**src/rtl/md_unit.sv**
```systemverilog
// Multiply/divide unit with HI/LO for the E stage.
// Fixed-latency multiply, iterative restoring divide.
module md_unit #(
  parameter int WIDTH   = 32,
  parameter int MUL_LAT = 5
) (
  input  logic             clk,
  input  logic             reset,
  input  logic             start,
  input  logic [3:0]       op_e,
  input  logic [3:0]       op_d,
  input  logic             cancel,
  input  logic [WIDTH-1:0] rs,
  input  logic [WIDTH-1:0] rt,
  output logic             busy,
  output logic             stall_d,
  output logic [WIDTH-1:0] rdata,
  output logic [WIDTH-1:0] hi,
  output logic [WIDTH-1:0] lo
);

  localparam logic [3:0] OP_MTLO  = 4'd1;
  localparam logic [3:0] OP_MTHI  = 4'd2;
  localparam logic [3:0] OP_DIVU  = 4'd3;
  localparam logic [3:0] OP_DIV   = 4'd4;
  localparam logic [3:0] OP_MULTU = 4'd5;
  localparam logic [3:0] OP_MULT  = 4'd6;
  localparam logic [3:0] OP_MFLO  = 4'd7;
  localparam logic [3:0] OP_MFHI  = 4'd8;
  localparam logic [3:0] OP_MADD  = 4'd9;
  localparam logic [3:0] OP_MADDU = 4'd10;
  localparam logic [3:0] OP_MSUB  = 4'd11;
  localparam logic [3:0] OP_MSUBU = 4'd12;

  localparam int CMAX = (WIDTH > MUL_LAT) ? WIDTH : MUL_LAT;
  localparam int CW   = $clog2(CMAX + 1);
  localparam logic [CW-1:0] MUL_END = CW'(MUL_LAT - 1);
  localparam logic [CW-1:0] DIV_END = CW'(WIDTH - 1);

  typedef enum logic [1:0] {
    IDLE,
    MUL,
    DIV,
    FIX
  } state_t;

  state_t state;

  logic e_mtlo;
  logic e_mthi;
  logic e_mul;
  logic e_div;
  logic e_sdiv;
  logic e_msgn;
  logic e_macc;
  logic e_msub;
  logic e_long;
  logic d_any;
  logic accept;

  logic             m_sgn;
  logic             m_acc;
  logic             m_sub;
  logic             d_sgn;
  logic [WIDTH-1:0] a_r;
  logic [WIDTH-1:0] b_r;
  logic [CW-1:0]    cnt;
  logic [WIDTH-1:0] rem_r;
  logic [WIDTH-1:0] quo_r;
  logic [WIDTH-1:0] dvs_r;

  always_comb begin
    e_mtlo = 1'b0;
    e_mthi = 1'b0;
    e_mul  = 1'b0;
    e_div  = 1'b0;
    e_sdiv = 1'b0;
    e_msgn = 1'b0;
    e_macc = 1'b0;
    e_msub = 1'b0;
    unique case (1'b1)
      op_e == OP_MTLO:  e_mtlo = 1'b1;
      op_e == OP_MTHI:  e_mthi = 1'b1;
      op_e == OP_DIVU:  e_div  = 1'b1;
      op_e == OP_DIV: begin
        e_div  = 1'b1;
        e_sdiv = 1'b1;
      end
      op_e == OP_MULTU: e_mul  = 1'b1;
      op_e == OP_MULT: begin
        e_mul  = 1'b1;
        e_msgn = 1'b1;
      end
      op_e == OP_MADD: begin
        e_mul  = 1'b1;
        e_msgn = 1'b1;
        e_macc = 1'b1;
      end
      op_e == OP_MADDU: begin
        e_mul  = 1'b1;
        e_macc = 1'b1;
      end
      op_e == OP_MSUB: begin
        e_mul  = 1'b1;
        e_msgn = 1'b1;
        e_macc = 1'b1;
        e_msub = 1'b1;
      end
      op_e == OP_MSUBU: begin
        e_mul  = 1'b1;
        e_macc = 1'b1;
        e_msub = 1'b1;
      end
      default: ;
    endcase
  end

  assign e_long  = e_mul | e_div;
  assign d_any   = (op_d >= OP_MTLO) && (op_d <= OP_MSUBU);
  assign accept  = start && !busy && !cancel;
  assign stall_d = d_any && (busy || (start && e_long && !cancel));

  always_comb begin
    rdata = '0;
    unique case (1'b1)
      op_e == OP_MFHI: rdata = hi;
      op_e == OP_MFLO: rdata = lo;
      default: ;
    endcase
  end

  // Divider works on magnitudes; signs are restored in FIX.
  logic [WIDTH-1:0] rs_mag;
  logic [WIDTH-1:0] rt_mag;

  assign rs_mag = (e_sdiv && rs[WIDTH-1]) ? -rs : rs;
  assign rt_mag = (e_sdiv && rt[WIDTH-1]) ? -rt : rt;

  logic [2*WIDTH-1:0] a_ext;
  logic [2*WIDTH-1:0] b_ext;
  logic [2*WIDTH-1:0] prod;
  logic [2*WIDTH-1:0] acc;
  logic [2*WIDTH-1:0] mul_res;

  assign a_ext   = {{WIDTH{m_sgn & a_r[WIDTH-1]}}, a_r};
  assign b_ext   = {{WIDTH{m_sgn & b_r[WIDTH-1]}}, b_r};
  assign prod    = a_ext * b_ext;
  assign acc     = {hi, lo};
  assign mul_res = !m_acc ? prod :
                   m_sub  ? acc - prod : acc + prod;

  logic [WIDTH:0]   rem_sh;
  logic [WIDTH:0]   rem_try;
  logic [WIDTH-1:0] rem_nx;
  logic             q_bit;

  assign rem_sh  = {rem_r, quo_r[WIDTH-1]};
  assign rem_try = rem_sh - {1'b0, dvs_r};
  assign q_bit   = ~rem_try[WIDTH];
  assign rem_nx  = q_bit ? rem_try[WIDTH-1:0] : rem_sh[WIDTH-1:0];

  logic             q_neg;
  logic             r_neg;
  logic             div0;
  logic [WIDTH-1:0] q_fix;
  logic [WIDTH-1:0] r_fix;

  assign q_neg = d_sgn & (a_r[WIDTH-1] ^ b_r[WIDTH-1]);
  assign r_neg = d_sgn & a_r[WIDTH-1];
  assign div0  = (b_r == '0);
  assign q_fix = div0  ? '1  : (q_neg ? -quo_r : quo_r);
  assign r_fix = div0  ? a_r : (r_neg ? -rem_r : rem_r);

  always_ff @(posedge clk) begin
    if (reset) begin
      state <= IDLE;
      busy  <= 1'b0;
      hi    <= '0;
      lo    <= '0;
      m_sgn <= 1'b0;
      m_acc <= 1'b0;
      m_sub <= 1'b0;
      d_sgn <= 1'b0;
      a_r   <= '0;
      b_r   <= '0;
      cnt   <= '0;
      rem_r <= '0;
      quo_r <= '0;
      dvs_r <= '0;
    end else if (cancel && busy) begin
      state <= IDLE;
      busy  <= 1'b0;
      cnt   <= '0;
    end else begin
      unique case (state)
        IDLE: begin
          if (accept) begin
            if (e_mtlo) lo <= rs;
            if (e_mthi) hi <= rs;
            if (e_long) begin
              state <= e_mul ? MUL : DIV;
              busy  <= 1'b1;
              m_sgn <= e_msgn;
              m_acc <= e_macc;
              m_sub <= e_msub;
              d_sgn <= e_sdiv;
              a_r   <= rs;
              b_r   <= rt;
              cnt   <= '0;
              rem_r <= '0;
              quo_r <= rs_mag;
              dvs_r <= rt_mag;
            end
          end
        end
        MUL: begin
          if (cnt == MUL_END) begin
            {hi, lo} <= mul_res;
            state    <= IDLE;
            busy     <= 1'b0;
            cnt      <= '0;
          end else begin
            cnt <= cnt + CW'(1);
          end
        end
        DIV: begin
          rem_r <= rem_nx;
          quo_r <= {quo_r[WIDTH-2:0], q_bit};
          if (cnt == DIV_END) begin
            state <= FIX;
            cnt   <= '0;
          end else begin
            cnt <= cnt + CW'(1);
          end
        end
        FIX: begin
          hi    <= r_fix;
          lo    <= q_fix;
          state <= IDLE;
          busy  <= 1'b0;
        end
        default: begin
          state <= IDLE;
          busy  <= 1'b0;
        end
      endcase
    end
  end

endmodule

```
**config.mk**
```make
export PLATFORM = sky130hd
export DESIGN_NAME = md_unit
export DESIGN_NICKNAME = d
export VERILOG_FILES = /design/src/rtl/md_unit.sv
export SDC_FILE = /design/constraint.sdc
export NUM_CORES = 2
export LEC_CHECK = 0
export CAP_MARGIN = 40
export CORE_MARGIN = 2
export CORE_UTILIZATION = 35
export DETAILED_ROUTE_END_ITERATION = 6
export SYNTH_ARGS = -nofsm -noshare
export SYNTH_HDL_FRONTEND = slang
export SYNTH_SLANG_ARGS = --single-unit
```
**constraint.sdc**
```tcl
create_clock -name clk -period 17.6 [get_ports clk]
set_input_delay 3.52 -clock clk [delete_from_list [all_inputs] [get_ports clk]]
set_output_delay 3.52 -clock clk [all_outputs]
set_load 0.005 [all_outputs]
```
==> flow_metrics.py <==
metrics = {
    "cts": {
        "clkSinkCount": 236,
        "hold_buffers": 0,
        "cts_buffer_depth": 3,
        "cts_resized": 0,
        "h-tree-depth": 1,
        "cts_tree": "done",
        "cts_buffers": 31,
        "cts_root_buffer": "clkbuf_16",
        "clk_pin_slew_worst_paths_ns": 0.06,
        "clk_latency_ns": 0.61,
        "postCtsSetupBuffers": 0,
    },
    "power": {
        "vdd_drop_max_v": 0.000142,
        "cellPowerDensity_mw_per_mm2": 83.9,
        "total_leakage_power_nw": 28.0,
    },
    "global_routing": {
        "grt_first_pass_wirelength_um": 306000,
        "grt_pass1_vias": 51800,
        "antenna_found_initial": 6,
        "grt_overflow": 0,
        "grt_use_total_pct": 22.6,
        "grt_max_degree": 83,
    },
    "setup_path": {
        "critPathMaxFanout": 57,
        "critPathArrivalTime_ns": 13.34,
        "critPathKind": "flip-flop to flip-flop",
        "slowest_stage": "fa_1",
        "r2r_slack_ns": 4.78,
        "ff2ff_path_depth": 38,
        "endpoint_kind": "flip-flop",
        "r2r_start": "a_r[31]$_SDFFE_PP0P_",
        "critPathLaunchType": "flip-flop",
        "crit_path_start": "a_r[31]$_SDFFE_PP0P_",
        "crit_path_frequent_cell": "fa_1",
        "rr_endpoint": "hi[29]$_SDFFE_PP0P_",
        "cpPeakStageDelay_ns": 0.67,
        "cp.required_ns": 18.12,
    },
    "timing": {
        "setup-violations-final": 0,
        "layout_min_cycle_time_ns": 12.82,
        "slew_viol_final": 0,
        "worst_pin_slew_ns": 0.947,
        "min_period_over_period_pct": 72.8,
        "relSlewSlack_pct": 36.3,
        "setup_ws_ns": 4.78,
        "hold_violations": 0,
        "finClkSkew_ns": 0.0212,
        "fmax_mhz": 78.0,
        "tns_ns": 0,
        "grt_setup_unrepaired": "false",
    },
    "placement": {
        "place_congestion": 0.972,
        "hpwl_um": 157000,
        "dp_slack_ns": 4.88,
        "portBuffers": 173,
        "place_area_mm2": 0.0629,
    },
    "run_status": {
        "outcome": "completed",
    },
    "synth": {
        "synth-warning-count": 0,
        "syn_inst": 7233,
        "seq_area_frac_synth_pct": 7.96,
        "async_flop_share_pct": 0,
        "syn_avg_cell_area_um2": 8.21,
        "synth_edf_count": 0,
        "syn_nets": 8755,
        "ys_ff_latch": 236,
        "ys.flop_type": "dfxtp_1",
        "synth.distinct_cells": 117,
        "synth_area_mm2": 0.0594,
    },
    "layout": {
        "final_common_cell": "inv_1",
        "final_nets": 8596,
        "n_fill_cell": 17400,
        "final_cell_mix": "inv_1 (1204), fa_1 (1127), nand2_1 (1107)",
        "syn_to_final_growth_pct": 7.80,
        "multiInputGateArea_mm2": 0.0483,
        "regArea_mm2": 0.00473,
        "layout-drive-gt1-share_pct": 3.82,
        "stdcell_area_mm2": 0.0640,
    },
    "die": {
        "core_mm2": 0.169,
        "fp.dieH_um": 416,
        "die_x_um": 416,
        "dieArea_mm2": 0.173,
        "start_util_pct": 35.2,
        "num_rows": 151,
        "io_pins": 174,
    },
    "hold_path": {
        "min-delay-start": "dvs_r[21]$_SDFFE_PP0P_",
        "hold_class": "flip-flop to flip-flop",
        "holdPathStages": 2,
        "worstHoldEndpoint": "dvs_r[21]$_SDFFE_PP0P_",
    },
    "drt": {
        "drtAntennaViolNets": 0,
        "wl_um": 195000,
        "dr.pass1.iters": 5,
        "vias": 49800,
        "drt_drc_violations_left": 0,
        "via_per_inst": 5.34,
        "initialDrtViolationCount": 3530,
        "post_drt_wl_per_cell_um": 20.9,
    },
    "run": {
        "maxCapViolCount": 0,
    },
}
-- Yosys cell counts, drive strengths merged (8+ instances only) --
library cell	n	area share, %
or2	26	0.27
o21bai	31	0.39
a21o	61	0.79
nand3	53	0.45
dfxtp	236	8.0
a221o	9	0.15
nand2b	31	0.33
a21oi	422	3.6
or3	32	0.35
nor3	93	0.82
a311oi	39	0.58
xnor2	183	2.7
xor2	137	2.0
a22oi	12	0.15
nor4b	10	0.21
a22o	33	0.49
o211ai	32	0.44
nor2b	21	0.22
nor3b	10	0.13
o31ai	34	0.48
nand2	1109	7.0
a211o	8	0.12
fa	1127	38
nor2	412	2.6
mux2i	25	0.42
and3	51	0.54
a31oi	48	0.52
inv	1204	7.6
and2	378	4.0
a211oi	64	0.83
or4	14	0.19
buf	34	0.32
o2111ai	9	0.16
nor4	34	0.36
a221oi	27	0.42
nand4	35	0.37
o41ai	11	0.17
o21a	27	0.35
mux2	15	0.29
clkbuf	431	2.8
o21ai	251	2.1
ha	319	6.7
-- flip-flops by register name, summed over array words and instances, names as in the netlist --
| signal | count |
|---|---|
| state | 2 |
| rem_r | 32 |
| cnt | 6 |
| lo | 32 |
| quo_r | 32 |
| a_r | 32 |
| b_r | 32 |
| m_sgn | 1 |
| busy | 1 |
| hi | 32 |
| m_acc | 1 |
| dvs_r | 31 |
| m_sub | 1 |
| d_sgn | 1 |
-- report_power, final --
group / leakage, nW / switching (mW) / total (mW) / internal, mW
logic: 25.6 / 2.36 / 3.81 / 1.45
registers: 1.92 / 0.239 / 0.876 / 0.637
clock network: 0.537 / 0.279 / 0.689 / 0.410
-- metrics by stage --
step                      util [%]  std cells  power (mW)  hold WS (ns)
after floorplan                  -       7233        3.41         0.432
after global placement        37.2       9250        4.60         0.444
after detailed placement      37.3       9259        4.61         0.448
after CTS                     37.9       9314        5.32         0.456
after global routing          37.9       9317        5.75         0.469
final                         37.9       9320        5.37         0.456
-- worst max-delay path: cells and delay by family (launching register included) --
kind            cells  cell delay [ns]
xor+xnor            1             0.18
simple gates       10             3.63
buf+inv             6             1.09
fa+ha+maj          10             5.12
flops               1             0.31
compound gates     11             2.37
-- how the worst max path moves through the flow --
| stage | depth (start not counted) | slack, ns | end |
|---|---|---|---|
| floorplan | 41 | 6.51 | hi[31]$_SDFFE_PP0P_ |
| global placement | 39 | 5.02 | hi[31]$_SDFFE_PP0P_ |
| detailed placement | 39 | 4.88 | hi[29]$_SDFFE_PP0P_ |
| CTS | 39 | 4.84 | hi[29]$_SDFFE_PP0P_ |
| global route | 40 | 4.04 | hi[31]$_SDFFE_PP0P_ |
| finish | 38 | 4.78 | hi[29]$_SDFFE_PP0P_ |
-- logic make-up (layout without fill, tap and decap cells) --
| kind of cell | Yosys count | in the layout | synth area share [%] |
|---|---|---|---|
| AOI/OAI and AO/OA | 1186 | 1186 | 12.8 |
| xor gates and xnor gates | 320 | 320 | 4.75 |
| adders and majority gates | 1446 | 1446 | 44.7 |
| buffers and inverters | 1670 | 1533 | 10.8 |
| DFF | 236 | 236 | 7.96 |
| muxes | 40 | 40 | 0.712 |
| other | 0 | 6 | 0 |
| and+or+nand+nor | 2335 | 2335 | 18.2 |
-- final cells by class --
| type | count | share of cell area [%] |
|---|---|---|
| Sequential cell | 236 | 7.39 |
| Clock buffer | 40 | 1.37 |
| Antenna cell | 6 | 0.0235 |
| Clock inverter | 15 | 0.313 |
| Tap cell | 2218 | 4.34 |
| Multi-Input combinational cell | 5327 | 75.5 |
| Timing Repair Buffer | 274 | 3.98 |
| Inverter | 1204 | 7.06 |
-- per-layer routing --
layer	share of wire (%)	GRT usage, %	up-vias	wire [um]
li1	-	-	22400	-
met1	42	29.5	25500	81500
met2	48	38.1	1549	93700
met3	5.5	2.68	364	10800
met4	4.7	8.83	2	9160
met5	0.0067	0	-	13
(Power assumes the default switching activity.)
